$ cat src/rtl/csr_regfile_pkg.sv
// csr_regfile_pkg
// Shared constants for the LoongArch CSR file: CSR numbers, field positions,
// writable-bit masks and the exception codes WB commits. Also carries the
// CRMD layout and the masked-write helper used by every software-writable
// register.
package csr_regfile_pkg;

    // CSR numbers
    localparam logic [13:0] CSR_CRMD   = 14'h000;
    localparam logic [13:0] CSR_PRMD   = 14'h001;
    localparam logic [13:0] CSR_ECFG   = 14'h004;
    localparam logic [13:0] CSR_ESTAT  = 14'h005;
    localparam logic [13:0] CSR_ERA    = 14'h006;
    localparam logic [13:0] CSR_BADV   = 14'h007;
    localparam logic [13:0] CSR_EENTRY = 14'h00C;
    localparam logic [13:0] CSR_SAVE0  = 14'h030;
    localparam logic [13:0] CSR_SAVE1  = 14'h031;
    localparam logic [13:0] CSR_SAVE2  = 14'h032;
    localparam logic [13:0] CSR_SAVE3  = 14'h033;
    localparam logic [13:0] CSR_TID    = 14'h040;
    localparam logic [13:0] CSR_TCFG   = 14'h041;
    localparam logic [13:0] CSR_TVAL   = 14'h042;
    localparam logic [13:0] CSR_TICLR  = 14'h044;

    // Field positions
    localparam int TCFG_EN       = 0;
    localparam int TCFG_PERIODIC = 1;
    localparam int TICLR_CLR     = 0;
    localparam int ESTAT_IS_TI   = 11;

    // ECFG.LIE: bit 10 does not exist and always reads 0
    localparam logic [12:0] ECFG_LIE_MASK = 13'h1BFF;

    // Exception codes used by WB
    localparam logic [5:0] ECODE_INT = 6'h00;
    localparam logic [5:0] ECODE_ADE = 6'h08;
    localparam logic [5:0] ECODE_ALE = 6'h09;
    localparam logic [5:0] ECODE_SYS = 6'h0B;
    localparam logic [5:0] ECODE_BRK = 6'h0C;
    localparam logic [5:0] ECODE_INE = 6'h0D;

    // CRMD layout, MSB first
    typedef struct packed {
        logic       pg;
        logic       da;
        logic       ie;
        logic [1:0] plv;
    } crmd_t;

    localparam crmd_t CRMD_RESET = 5'b01000;

    function automatic logic [31:0] masked_write(input logic [31:0] old_value,
                                                 input logic [31:0] mask,
                                                 input logic [31:0] value);
        return (old_value & ~mask) | (value & mask);
    endfunction

endpackage

$ cat src/rtl/csr_regfile_if.sv
// csr_regfile_if
// Bundle between the WB stage (master) and the CSR file (slave).
//   master drives: csr_re, csr_num, csr_we, csr_wmask, csr_wvalue, wb_ex,
//                  ertn_flush, wb_pc, wb_ecode, wb_esubcode, wb_vaddr,
//                  hw_int_in, ipi_int_in
//   slave drives:  csr_rvalue, has_int, ex_entry, ertn_entry
interface csr_regfile_if;
    logic        csr_re;
    logic [13:0] csr_num;
    logic [31:0] csr_rvalue;
    logic        csr_we;
    logic [31:0] csr_wmask;
    logic [31:0] csr_wvalue;
    logic        wb_ex;
    logic        ertn_flush;
    logic [31:0] wb_pc;
    logic [5:0]  wb_ecode;
    logic [8:0]  wb_esubcode;
    logic [31:0] wb_vaddr;
    logic [7:0]  hw_int_in;
    logic        ipi_int_in;
    logic        has_int;
    logic [31:0] ex_entry;
    logic [31:0] ertn_entry;

    modport master (
        output csr_re, csr_num, csr_we, csr_wmask, csr_wvalue,
               wb_ex, ertn_flush, wb_pc, wb_ecode, wb_esubcode, wb_vaddr,
               hw_int_in, ipi_int_in,
        input  csr_rvalue, has_int, ex_entry, ertn_entry
    );

    modport slave (
        input  csr_re, csr_num, csr_we, csr_wmask, csr_wvalue,
               wb_ex, ertn_flush, wb_pc, wb_ecode, wb_esubcode, wb_vaddr,
               hw_int_in, ipi_int_in,
        output csr_rvalue, has_int, ex_entry, ertn_entry
    );
endinterface

$ cat src/rtl/csr_regfile_timer.sv
// csr_timer
// Constant timer: owns TCFG, TVAL and the timer interrupt bit ESTAT.IS[11].
// Ports:
//   clk, rst          clock, synchronous active-high reset
//   tcfg_we, ticlr_we decoded software write strobes (already priority-gated)
//   wmask, wvalue     write mask / data shared with the rest of the CSR file
//   tcfg, tval        current register values for the read mux
//   timer_is          timer interrupt status
module csr_timer
    import csr_regfile_pkg::*;
(
    input  logic        clk,
    input  logic        rst,
    input  logic        tcfg_we,
    input  logic        ticlr_we,
    input  logic [31:0] wmask,
    input  logic [31:0] wvalue,
    output logic [31:0] tcfg,
    output logic [31:0] tval,
    output logic        timer_is
);

    logic [31:0] tcfg_next;
    logic        timer_fire;

    assign tcfg_next = masked_write(tcfg, wmask, wvalue);

    // The cycle of a TCFG write is reserved for the reload, so the
    // countdown (and therefore the interrupt) only runs on other cycles.
    assign timer_fire = !tcfg_we && tcfg[TCFG_EN] && (tval == 32'd1);

    always_ff @(posedge clk) begin
        if (rst) begin
            tcfg     <= '0;
            tval     <= '0;
            timer_is <= 1'b0;
        end else begin
            if (tcfg_we) begin
                tcfg <= tcfg_next;
            end

            if (tcfg_we) begin
                if (tcfg_next[TCFG_EN]) begin
                    tval <= {tcfg_next[31:2], 2'b00};
                end
            end else if (tcfg[TCFG_EN]) begin
                if (tval != 32'd0) begin
                    tval <= tval - 32'd1;
                end else if (tcfg[TCFG_PERIODIC]) begin
                    tval <= {tcfg[31:2], 2'b00};
                end
            end

            // A new expiry outranks a simultaneous software clear
            if (timer_fire) begin
                timer_is <= 1'b1;
            end else if (ticlr_we && wmask[TICLR_CLR] && wvalue[TICLR_CLR]) begin
                timer_is <= 1'b0;
            end
        end
    end

endmodule

$ cat src/rtl/csr_regfile.sv
// csr_regfile
// LoongArch control/status register file sitting after WB. Holds CRMD, PRMD,
// ECFG, ESTAT, ERA, BADV, EENTRY, SAVE0-3 and TID; the timer registers live
// in csr_timer. Provides the combinational read port, exception/ertn commit
// updates, the interrupt request and the fetch redirect targets.
// Ports:
//   clk, rst  clock, synchronous active-high reset
//   bus       csr_regfile_if slave: CSR read/write, commit info, interrupt
//             lines in; csr_rvalue, has_int, ex_entry, ertn_entry out
module csr_regfile
    import csr_regfile_pkg::*;
(
    input  logic          clk,
    input  logic          rst,
    csr_regfile_if.slave  bus
);

    crmd_t       crmd;
    logic [1:0]  prmd_pplv;
    logic        prmd_pie;
    logic [12:0] ecfg_lie;
    logic [1:0]  is_sw;
    logic [7:0]  is_hw;
    logic        is_ipi;
    logic [5:0]  estat_ecode;
    logic [8:0]  estat_esubcode;
    logic [31:0] era;
    logic [31:0] badv;
    logic [25:0] eentry_va;
    logic [31:0] save0, save1, save2, save3;
    logic [31:0] tid;

    logic [31:0] tcfg;
    logic [31:0] tval;
    logic        timer_is;

    logic        sw_we;
    logic        tcfg_we;
    logic        ticlr_we;
    logic [12:0] is_all;
    logic [31:0] estat_value;
    logic [31:0] raw_rdata;
    logic [31:0] merged;

    // Commit events take the whole cycle; a CSR write alongside is dropped
    assign sw_we    = bus.csr_we && !bus.wb_ex && !bus.ertn_flush;
    assign tcfg_we  = sw_we && (bus.csr_num == CSR_TCFG);
    assign ticlr_we = sw_we && (bus.csr_num == CSR_TICLR);

    assign is_all      = {is_ipi, timer_is, 1'b0, is_hw, is_sw};
    assign estat_value = {1'b0, estat_esubcode, estat_ecode, 3'b000, is_all};

    always_comb begin
        raw_rdata = '0;
        case (bus.csr_num)
            CSR_CRMD:   raw_rdata = {27'b0, crmd};
            CSR_PRMD:   raw_rdata = {29'b0, prmd_pie, prmd_pplv};
            CSR_ECFG:   raw_rdata = {19'b0, ecfg_lie};
            CSR_ESTAT:  raw_rdata = estat_value;
            CSR_ERA:    raw_rdata = era;
            CSR_BADV:   raw_rdata = badv;
            CSR_EENTRY: raw_rdata = {eentry_va, 6'b0};
            CSR_SAVE0:  raw_rdata = save0;
            CSR_SAVE1:  raw_rdata = save1;
            CSR_SAVE2:  raw_rdata = save2;
            CSR_SAVE3:  raw_rdata = save3;
            CSR_TID:    raw_rdata = tid;
            CSR_TCFG:   raw_rdata = tcfg;
            CSR_TVAL:   raw_rdata = tval;
            default:    raw_rdata = '0;
        endcase
    end

    // The read mux output doubles as the "old" value for the masked merge;
    // each register then keeps only the bits it actually implements.
    assign merged = masked_write(raw_rdata, bus.csr_wmask, bus.csr_wvalue);

    assign bus.csr_rvalue = bus.csr_re ? raw_rdata : 32'b0;
    assign bus.has_int    = crmd.ie && |(is_all & ecfg_lie);
    assign bus.ex_entry   = {eentry_va, 6'b0};
    assign bus.ertn_entry = era;

    always_ff @(posedge clk) begin
        if (rst) begin
            crmd           <= CRMD_RESET;
            prmd_pplv      <= '0;
            prmd_pie       <= 1'b0;
            ecfg_lie       <= '0;
            is_sw          <= '0;
            is_hw          <= '0;
            is_ipi         <= 1'b0;
            estat_ecode    <= '0;
            estat_esubcode <= '0;
            era            <= '0;
            badv           <= '0;
            eentry_va      <= '0;
            save0          <= '0;
            save1          <= '0;
            save2          <= '0;
            save3          <= '0;
            tid            <= '0;
        end else begin
            is_hw  <= bus.hw_int_in;
            is_ipi <= bus.ipi_int_in;

            if (bus.wb_ex) begin
                prmd_pplv      <= crmd.plv;
                prmd_pie       <= crmd.ie;
                crmd.plv       <= 2'b00;
                crmd.ie        <= 1'b0;
                estat_ecode    <= bus.wb_ecode;
                estat_esubcode <= bus.wb_esubcode;
                era            <= bus.wb_pc;
                if (bus.wb_ecode == ECODE_ADE || bus.wb_ecode == ECODE_ALE) begin
                    badv <= bus.wb_vaddr;
                end
            end else if (bus.ertn_flush) begin
                crmd.plv <= prmd_pplv;
                crmd.ie  <= prmd_pie;
            end else if (sw_we) begin
                case (bus.csr_num)
                    CSR_CRMD:   crmd      <= merged[4:0];
                    CSR_PRMD:   {prmd_pie, prmd_pplv} <= merged[2:0];
                    CSR_ECFG:   ecfg_lie  <= merged[12:0] & ECFG_LIE_MASK;
                    CSR_ESTAT:  is_sw     <= merged[1:0];
                    CSR_ERA:    era       <= merged;
                    CSR_BADV:   badv      <= merged;
                    CSR_EENTRY: eentry_va <= merged[31:6];
                    CSR_SAVE0:  save0     <= merged;
                    CSR_SAVE1:  save1     <= merged;
                    CSR_SAVE2:  save2     <= merged;
                    CSR_SAVE3:  save3     <= merged;
                    CSR_TID:    tid       <= merged;
                    default: ;
                endcase
            end
        end
    end

    csr_timer u_timer (
        .clk      (clk),
        .rst      (rst),
        .tcfg_we  (tcfg_we),
        .ticlr_we (ticlr_we),
        .wmask    (bus.csr_wmask),
        .wvalue   (bus.csr_wvalue),
        .tcfg     (tcfg),
        .tval     (tval),
        .timer_is (timer_is)
    );

endmodule

$ cat src/flat_wrapper.sv
// flat-port wrapper written by rule: the top's interface ports become plain ports
module csr_regfile_flat import csr_regfile_pkg::*;
  (clk, rst, bus_csr_re, bus_csr_num, bus_csr_we, bus_csr_wmask, bus_csr_wvalue, bus_wb_ex, bus_ertn_flush, bus_wb_pc, bus_wb_ecode, bus_wb_esubcode, bus_wb_vaddr, bus_hw_int_in, bus_ipi_int_in, bus_csr_rvalue, bus_has_int, bus_ex_entry, bus_ertn_entry);
  csr_regfile_if bus_i ();
  input  logic clk;
  input  logic rst;
  input wire logic [$bits(bus_i.csr_re)-1:0] bus_csr_re;
  input wire logic [$bits(bus_i.csr_num)-1:0] bus_csr_num;
  input wire logic [$bits(bus_i.csr_we)-1:0] bus_csr_we;
  input wire logic [$bits(bus_i.csr_wmask)-1:0] bus_csr_wmask;
  input wire logic [$bits(bus_i.csr_wvalue)-1:0] bus_csr_wvalue;
  input wire logic [$bits(bus_i.wb_ex)-1:0] bus_wb_ex;
  input wire logic [$bits(bus_i.ertn_flush)-1:0] bus_ertn_flush;
  input wire logic [$bits(bus_i.wb_pc)-1:0] bus_wb_pc;
  input wire logic [$bits(bus_i.wb_ecode)-1:0] bus_wb_ecode;
  input wire logic [$bits(bus_i.wb_esubcode)-1:0] bus_wb_esubcode;
  input wire logic [$bits(bus_i.wb_vaddr)-1:0] bus_wb_vaddr;
  input wire logic [$bits(bus_i.hw_int_in)-1:0] bus_hw_int_in;
  input wire logic [$bits(bus_i.ipi_int_in)-1:0] bus_ipi_int_in;
  output wire logic [$bits(bus_i.csr_rvalue)-1:0] bus_csr_rvalue;
  output wire logic [$bits(bus_i.has_int)-1:0] bus_has_int;
  output wire logic [$bits(bus_i.ex_entry)-1:0] bus_ex_entry;
  output wire logic [$bits(bus_i.ertn_entry)-1:0] bus_ertn_entry;
  assign bus_i.csr_re = bus_csr_re;
  assign bus_i.csr_num = bus_csr_num;
  assign bus_i.csr_we = bus_csr_we;
  assign bus_i.csr_wmask = bus_csr_wmask;
  assign bus_i.csr_wvalue = bus_csr_wvalue;
  assign bus_i.wb_ex = bus_wb_ex;
  assign bus_i.ertn_flush = bus_ertn_flush;
  assign bus_i.wb_pc = bus_wb_pc;
  assign bus_i.wb_ecode = bus_wb_ecode;
  assign bus_i.wb_esubcode = bus_wb_esubcode;
  assign bus_i.wb_vaddr = bus_wb_vaddr;
  assign bus_i.hw_int_in = bus_hw_int_in;
  assign bus_i.ipi_int_in = bus_ipi_int_in;
  assign bus_csr_rvalue = bus_i.csr_rvalue;
  assign bus_has_int = bus_i.has_int;
  assign bus_ex_entry = bus_i.ex_entry;
  assign bus_ertn_entry = bus_i.ertn_entry;
  csr_regfile u_core (.clk(clk), .rst(rst), .bus(bus_i));
endmodule
$ cat config.mk
export PLATFORM = sky130hd
export DESIGN_NAME = csr_regfile_flat
export DESIGN_NICKNAME = d
export VERILOG_FILES = /design/src/rtl/csr_regfile_pkg.sv /design/src/rtl/csr_regfile_if.sv /design/src/rtl/csr_regfile_timer.sv /design/src/rtl/csr_regfile.sv /design/src/flat_wrapper.sv
export SDC_FILE = /design/constraint.sdc
export NUM_CORES = 1
export LEC_CHECK = 0
export CAP_MARGIN = 20
export CORE_ASPECT_RATIO = 0.9
export CORE_MARGIN = 3
export CORE_UTILIZATION = 50
export DETAILED_ROUTE_END_ITERATION = 8
export DONT_BUFFER_PORTS = 1
export PLACE_DENSITY = 0.68
export SLEW_MARGIN = 20
export SYNTH_ARGS = -nofsm -noshare
export SYNTH_HDL_FRONTEND = slang
export SYNTH_SLANG_ARGS = --single-unit
$ cat constraint.sdc
create_clock -name clk -period 2.7 [get_ports clk]
set_clock_uncertainty 0.1 [all_clocks]
set_input_delay 0.27 -clock clk [delete_from_list [all_inputs] [get_ports clk]]
set_output_delay 0.27 -clock clk [all_outputs]
set_load 0.02 [all_outputs]
Word level (Yosys, flattened, before mapping)
Cells that the tools add are included.
{"block": "totals", "in_bits": 172, "output_inout_bits": 97, "ff_bits": 361, "wordCells": 122}
{"block": "op_classes", "muxes": 29, "n_bitwise": 9, "reduce_logical": 40, "eq_ne": 20, "add_sub_neg": 1}
{"cell": "two-way mux 32 bit", "count": 15}
{"cell": "one-hot mux 32 bit (14 select lines)", "count": 1}
{"cell": "AND 32 bit", "count": 3}
{"cell": "bitwise OR 32 bit", "count": 2}
{"cell": "equality test 14 x 3 -> 1 bit (second input constant)", "count": 4}
{"cell": "equality test 14 x 6 -> 1 bit (second input constant)", "count": 4}
{"cell": "equality test 14 x 7 -> 1 bit (second input constant)", "count": 4}
{"cell": "AND reduction 4 bit", "count": 10}
{"cell": "equality test 32 x 1 -> 1 bit (second input constant)", "count": 1}
{"cell": "NOT 32 bit", "count": 1}
{"cell": "nonzero test 32 bit", "count": 1}
{"cell": "subtractor 32 x 1 -> 32 bit (second input constant)", "count": 1}
{"cell": "nonzero test 2 bit", "count": 8}
{"cell": "equality test 14 x 1 -> 1 bit (second input constant)", "count": 1}
{"cell": "equality test 14 x 4 -> 1 bit (second input constant)", "count": 1}
{"cell": "logical NOT 14 bit", "count": 1}
{"cell": "AND 13 bit", "count": 1}
{"cell": "OR reduction 13 bit", "count": 1}
{"cell": "equality test 6 x 4 -> 1 bit (second input constant)", "count": 2}
{"cell": "logical AND 1 bit", "count": 9}
{"cell": "two-way mux 3 bit", "count": 3}
{"cell": "AND reduction 3 bit", "count": 3}
{"cell": "two-way mux 2 bit", "count": 4}
{"cell": "two-way mux 1 bit", "count": 6}
{"cell": "other kinds (8)", "count": 12}

Longest topological paths before layout
{"block": "depth", "ltp_word": 8, "depth_mapped": 12, "mapped_depth_nobuf": 8}

Modules after synthesis
Synthesis repeated with hierarchy kept, for this count alone.
{"block": "hier_totals", "cells_unflattened": 2439, "area_unflattened_um2": 19372.3}
{"mod": "csr_regfile", "area_each_um2": 15290.9, "cells_per_inst": 1895, "instances": 1, "seq_area_each_um2": 5925.7}
{"mod": "csr_timer", "area_each_um2": 4081.4, "cells_per_inst": 544, "instances": 1, "seq_area_each_um2": 1301.2}

Worst setup path after synthesis
Ideal clock, no wire load.
{"block": "synth_path", "path_kind": "register -> register", "start": "reg u_core.u_timer.tval[19]", "end": "reg u_core.u_timer.tval[23]", "stages_incl_launch_ff": 11, "required_time_ns": 2.483, "t_arrival_ns": 2.487, "setup_slack_ns": -0.005, "period_less_slack_ns": 2.705, "setup_time_ns": 0.117, "path_buffers": 3, "cell_sequence": "dfxtp_1 buf_2 nor4_2 nand4b_1 or4b_1 clkbuf_1 o211ai_2 and2_1 buf_2 o21bai_1 a32o_1"}
{"block": "synth_via", "elab_chain_len": 4, "elab_cells_between_ends": 7, "classes_between": "add/sub: 1; mux: 3; reduce/logical: 3"}
{"element": "start: declaration", "line_no": "csr_regfile_timer.sv:19", "rtl": "output logic [31:0] tval,"}
{"element": "start signal: assignment", "line_no": "csr_regfile_timer.sv:44", "rtl": "tval <= {tcfg_next[31:2], 2'b00};"}
{"element": "start signal: assignment", "line_no": "csr_regfile_timer.sv:48", "rtl": "tval <= tval - 32'd1;"}
{"element": "start signal: assignment", "line_no": "csr_regfile_timer.sv:50", "rtl": "tval <= {tcfg[31:2], 2'b00};"}
{"element": "subtractor 32 x 1 -> 32 bit / nonzero test 32 bit (equally long branches)", "line_no": "csr_regfile_timer.sv:48, csr_regfile_timer.sv:47"}
{"element": "two-way mux 32 bit", "line_no": "csr_regfile_timer.sv:47", "rtl": "if (tval != 32'd0) begin"}
{"element": "two-way mux 32 bit", "line_no": "csr_regfile_timer.sv:46", "rtl": "end else if (tcfg[TCFG_EN]) begin"}
{"element": "two-way mux 32 bit", "line_no": "csr_regfile_timer.sv:42", "rtl": "if (tcfg_we) begin"}
Parallel ways exist; a longest one is shown, timed or not. The select of a mux whose other input is x is not followed.
A chain may end at the register's enable or synchronous reset.

Worst setup path in the final report
{"block": "layout_path", "start": "reg u_core.u_timer.tval[14]", "end": "out bus_csr_rvalue[14]"}
{"block": "layout_via", "elab_chain_len": 2}
{"element": "one-hot mux 32 bit (14 select lines)", "line_no": "csr_regfile.sv:55", "rtl": "case (bus.csr_num)"}
{"element": "two-way mux 32 bit", "line_no": "csr_regfile.sv:78", "rtl": "assign bus.csr_rvalue = bus.csr_re ? raw_rdata : 32'b0;"}
{"element": "end: declaration", "line_no": "flat_wrapper.sv:20", "rtl": "output wire logic [$bits(bus_i.csr_rvalue)-1:0] bus_csr_rvalue;"}
No other way between the ends.

==> impl_metrics.xml <==
<?xml version="1.0" encoding="UTF-8"?>
<metrics>
  <group name="outcome">
    <metric name="outcome" unit="">finished, violations left</metric>
    <metric name="violations" unit="">design-rule violations, negative hold slack, negative setup slack</metric>
  </group>
  <group name="critical_path">
    <metric name="reg2regPathDepth" unit="">10</metric>
    <metric name="critical-path-top-delay-family" unit="">compound AO/OA/AOI/OAI gates</metric>
    <metric name="worstPathArrival" unit="ns">2.46</metric>
    <metric name="critPathSlowestCell" unit="">dfxtp_1</metric>
    <metric name="critical_path_required" unit="ns">2.33</metric>
    <metric name="worst_setup_end_kind" unit="">output pin</metric>
    <metric name="setup_crit_path_kind" unit="">flop to output pin</metric>
    <metric name="startpoint_class_of_the_critical_path" unit="">flop</metric>
    <metric name="crit_fanout" unit="">4</metric>
    <metric name="critical_path.n_buffers_inverters" unit="">2</metric>
    <metric name="sequence_of_cells_on_the_critical_path" unit="">buf_4, a22o_2, a221oi_2, o2111ai_2, buf_4, and2_1</metric>
    <metric name="slowest_delay" unit="ns">0.36</metric>
    <metric name="critical-path-top-cell-by-count" unit="">buf_4</metric>
    <metric name="timing.critical_path.depth" unit="">6</metric>
  </group>
  <group name="final_layout">
    <metric name="fin_area" unit="um2">26760</metric>
    <metric name="design.final.nets" unit="">3041</metric>
    <metric name="layout.filler_cells" unit="">2973</metric>
    <metric name="areaGrowthSynthToFinish" unit="%">40.21</metric>
    <metric name="final_layout_size_suffix_gt1_share" unit="%">23.82</metric>
    <metric name="layoutNonFillerInstCount" unit="">3383</metric>
  </group>
  <group name="die">
    <metric name="floorplan.die.height" unit="um">191.3</metric>
    <metric name="fp_rows" unit="">67</metric>
    <metric name="die-area" unit="um2">40550</metric>
    <metric name="design.core.area" unit="um2">37470</metric>
    <metric name="design.portCount" unit="">269</metric>
    <metric name="die-width" unit="um">211.9</metric>
    <metric name="initial_utilization" unit="%">50.93</metric>
  </group>
  <group name="yosys">
    <metric name="synth.yosys.seq_area_share" unit="%">37.87</metric>
    <metric name="synth_largest_type_area_fraction" unit="%">37.87</metric>
    <metric name="asyncSetResetFlopFracSynth" unit="%">0</metric>
    <metric name="netlist_instances" unit="">2425</metric>
    <metric name="synth_top_area_cell" unit="">dfxtp_1</metric>
    <metric name="synthFlopType" unit="">dfxtp_1</metric>
    <metric name="synth-warning-count" unit="">0</metric>
    <metric name="synth_top_cells_by_area" unit="">dfxtp_1, a21oi_1, nand2_1, nand3_1, mux2i_1</metric>
    <metric name="synth_area_per_cell" unit="um2">7.870</metric>
    <metric name="yosysUniqueCellTypes" unit="">98</metric>
    <metric name="yosys_register_bits" unit="">361</metric>
    <metric name="post_synth_instance_area" unit="um2">19080</metric>
    <metric name="synth_enable_flop_cells" unit="">0</metric>
  </group>
  <group name="routing">
    <metric name="detail-route-antenna-nets" unit="">0</metric>
    <metric name="wl_per_instance" unit="um">30.42</metric>
    <metric name="drc" unit="">8</metric>
    <metric name="drt_first_iter_violations" unit="">3970</metric>
    <metric name="via_per_inst" unit="">6.943</metric>
    <metric name="firstDrtPassIters" unit="">9</metric>
    <metric name="total_wire_length" unit="mm">102.9</metric>
    <metric name="total_number_of_vias" unit="">23488</metric>
  </group>
  <group name="min_path">
    <metric name="min_delay_path_depth" unit="">1</metric>
    <metric name="path_type_of_the_worst_min_delay_path" unit="">input pin to flop</metric>
  </group>
  <group name="place">
    <metric name="dp_worst_setup_slack" unit="ns">-0.5910</metric>
    <metric name="placedCellCount" unit="">3058</metric>
    <metric name="dpl_cell_area" unit="um2">21960</metric>
    <metric name="gp_routability_congestion" unit="">1.052</metric>
    <metric name="buffer_ports.inserted" unit="">0</metric>
    <metric name="detailed_place_hpwl" unit="mm">71.67</metric>
  </group>
  <group name="global_routing">
    <metric name="grt_pass1_vias" unit="">22373</metric>
    <metric name="first_pass_grt_wire_length" unit="mm">145.8</metric>
    <metric name="antenna_violations_before_repair" unit="">9</metric>
    <metric name="gr-total-overflow" unit="">0</metric>
    <metric name="maximum_number_of_pins_on_one_net_before_global_route_repair" unit="">309</metric>
    <metric name="grt.total_usage" unit="%">48.48</metric>
  </group>
  <group name="clocking">
    <metric name="htree_levels" unit="">2</metric>
    <metric name="clockRootBuffer" unit="">clkbuf_16</metric>
    <metric name="clock_tree_from_tritoncts" unit="">built</metric>
    <metric name="cts_max_path_buffers" unit="">3</metric>
    <metric name="worst_setup_hold_path_clk_slew" unit="ns">0.06</metric>
    <metric name="worst_skew_pair.late_latency" unit="ns">0.58</metric>
    <metric name="cts_inserted_buffers" unit="">40</metric>
    <metric name="clock_sinks" unit="">361</metric>
  </group>
  <group name="sta">
    <metric name="final.setup.worst_slack" unit="ns">-0.1267</metric>
    <metric name="tightest_slew" unit="ns">1.364</metric>
    <metric name="number_of_max_slew_violations_in_the_final_report" unit="">0</metric>
    <metric name="maxClockFrequency" unit="MHz">353.8</metric>
    <metric name="period_share" unit="%">104.7</metric>
    <metric name="finalCriticalPeriod" unit="ns">2.827</metric>
    <metric name="timing_hold_violations_final" unit="">46</metric>
    <metric name="grt_setup_unrepaired" unit="">true</metric>
    <metric name="maxSlewHeadroom" unit="%">9.099</metric>
    <metric name="timing.final.setup_violations" unit="">40</metric>
    <metric name="hold_slack" unit="ns">-0.3197</metric>
  </group>
  <group name="flow_run">
    <metric name="maxCapViolCount" unit="">0</metric>
  </group>
  <group name="power_and_ir_drop">
    <metric name="max-vdd-ir-drop" unit="V">0.0005267</metric>
    <metric name="power_leakage" unit="nW">10.26</metric>
    <metric name="pwr_density_cell" unit="nW/um2">453.4</metric>
  </group>
</metrics>
==> layer usage <==
metal | part of all wire (%) | track usage, % | vias to the layer above
li1 | - | - | 9785
met1 | 35 | 58.79 | 11080
met2 | 41 | 72.34 | 2066
met3 | 14 | 15.61 | 553
met4 | 9.1 | 34.72 | 4
met5 | 0.027 | 0.6158 | -
==> flip-flops by register name, indices dropped and copies added, names as in the netlist, named ones only <==
| signal | flops |
|---|---|
| u_core.badv | 32 |
| u_core.bus.ertn_entry | 32 |
| u_core.save0 | 32 |
| u_core.save1 | 32 |
| u_core.save2 | 32 |
| u_core.save3 | 32 |
| u_core.tid | 32 |
| u_core.u_timer.tval | 32 |
| u_core.u_timer.tcfg | 31 |
| u_core.eentry_va | 26 |
| u_core.ecfg_lie | 12 |
| u_core.estat_esubcode | 9 |
| u_core.is_hw | 8 |
| u_core.estat_ecode | 6 |
| u_core.crmd | 5 |
| u_core.is_sw | 2 |
| u_core.prmd_pplv | 2 |
| u_core.is_ipi | 1 |
| u_core.prmd_pie | 1 |
| u_core.u_timer.timer_is | 1 |
==> final cells by class <==
class / instances / area, um2 / area share [%]
Antenna cell: 7 / 17.52 / 0.06546
Clock buffer: 57 / 1145 / 4.279
Clock inverter: 11 / 191.4 / 0.7154
Inverter: 29 / 108.9 / 0.4068
Multi-Input combinational cell: 1812 / 11610 / 43.39
Sequential cell: 361 / 7246 / 27.08
Tap cell: 483 / 604.3 / 2.258
Timing Repair Buffer: 623 / 5836 / 21.81
==> metrics by stage <==
stage	utilization, %	setup TNS (ns)	power [W]
global placement	58.60	-31.91	0.006230
finish	71.41	-1.855	0.01213
CTS	68.58	-0.2187	0.01199
floorplan	-	0	0.006067
global route	71.41	-3.681	0.01233
detailed placement	58.61	-40.86	0.006240
==> power breakdown <==
part           switching [W]  internal [W]
Sequential          0.000128       0.00538
Clock                0.00242       0.00335
Combinational       0.000477      0.000379
Total                0.00302       0.00911
==> cells in the mapped netlist, types with 6 or more instances <==
cell,count
or2_1,6
a22o_1,21
mux2_2,11
nor4_1,20
o31ai_1,16
nor2b_1,24
a32oi_1,19
o22ai_1,11
nor3_1,37
a22oi_1,46
nand2b_1,27
and2_1,22
a21oi_1,276
o2bb2ai_1,30
nand4_1,12
o21ai_0,81
or3_1,47
o21ai_1,17
buf_2,56
a211oi_1,37
clkbuf_1,136
nor2_1,144
a222oi_1,21
nor4_2,11
buf_4,14
and3_1,9
inv_1,27
o211a_1,7
nand3_1,195
a221oi_1,21
a31oi_1,21
nand2_1,366
a311oi_1,9
nand3b_1,8
o211ai_1,11
dfxtp_1,361
mux2i_1,74
or4_1,7
buf_1,16
nor4b_1,9
==> kinds of logic after synthesis <==
| family | Yosys count | synth area share (%) |
|---|---|---|
| compound gates | 711 | 24.55 |
| xor+xnor | 10 | 0.4589 |
| mux | 93 | 5.356 |
| buf+inv | 257 | 5.868 |
| simple gates | 990 | 25.75 |
| flops | 361 | 37.87 |
| other cells | 1 | 0.01965 |
| fa+ha+maj | 2 | 0.1311 |
==> layout by cell type, fill, tap and decap left out, drive strengths merged, types with 21 or more instances in the layout <==
| cell type | count |
|---|---|
| nand2b | 27 |
| o21ai | 98 |
| dlygate4sd3 | 199 |
| nor3 | 40 |
| a22o | 21 |
| o2bb2ai | 30 |
| clkbuf | 60 |
| mux2i | 74 |
| a211oi | 37 |
| or3 | 48 |
| nand2 | 367 |
| nor2 | 145 |
| and2 | 22 |
| dfxtp | 361 |
| nor2b | 24 |
| inv | 31 |
| a31oi | 22 |
| a21oi | 276 |
| a22oi | 46 |
| buf | 420 |
| a222oi | 21 |
| nand3 | 195 |
| a221oi | 22 |
| nor4 | 33 |
==> path summary, 6_finish.rpt <==
path                                               from                  endpoint  slack [ns]
worst max-delay path            u_core.u_timer.tval[14]        bus_csr_rvalue[14]       -0.13
worst min-delay path                                rst  u_core.bus.ertn_entry[2]       -0.32
worst max register to register   u_core.u_timer.tval[4]           u_core.save2[4]       -0.10
worst min register to register         u_core.save3[25]          u_core.save3[25]        0.35
==> timing repair <==
action | CTS | global route
pin swaps | 18 | 87
setup endpoints to repair | 39 | 183
hold endpoints to repair | 330 | 167
buffers inserted | 9 | 38
gates cloned | 0 | 3
hold buffers | 209 | 9
resized for setup | 57 | 180
(Power assumes the default switching activity.)
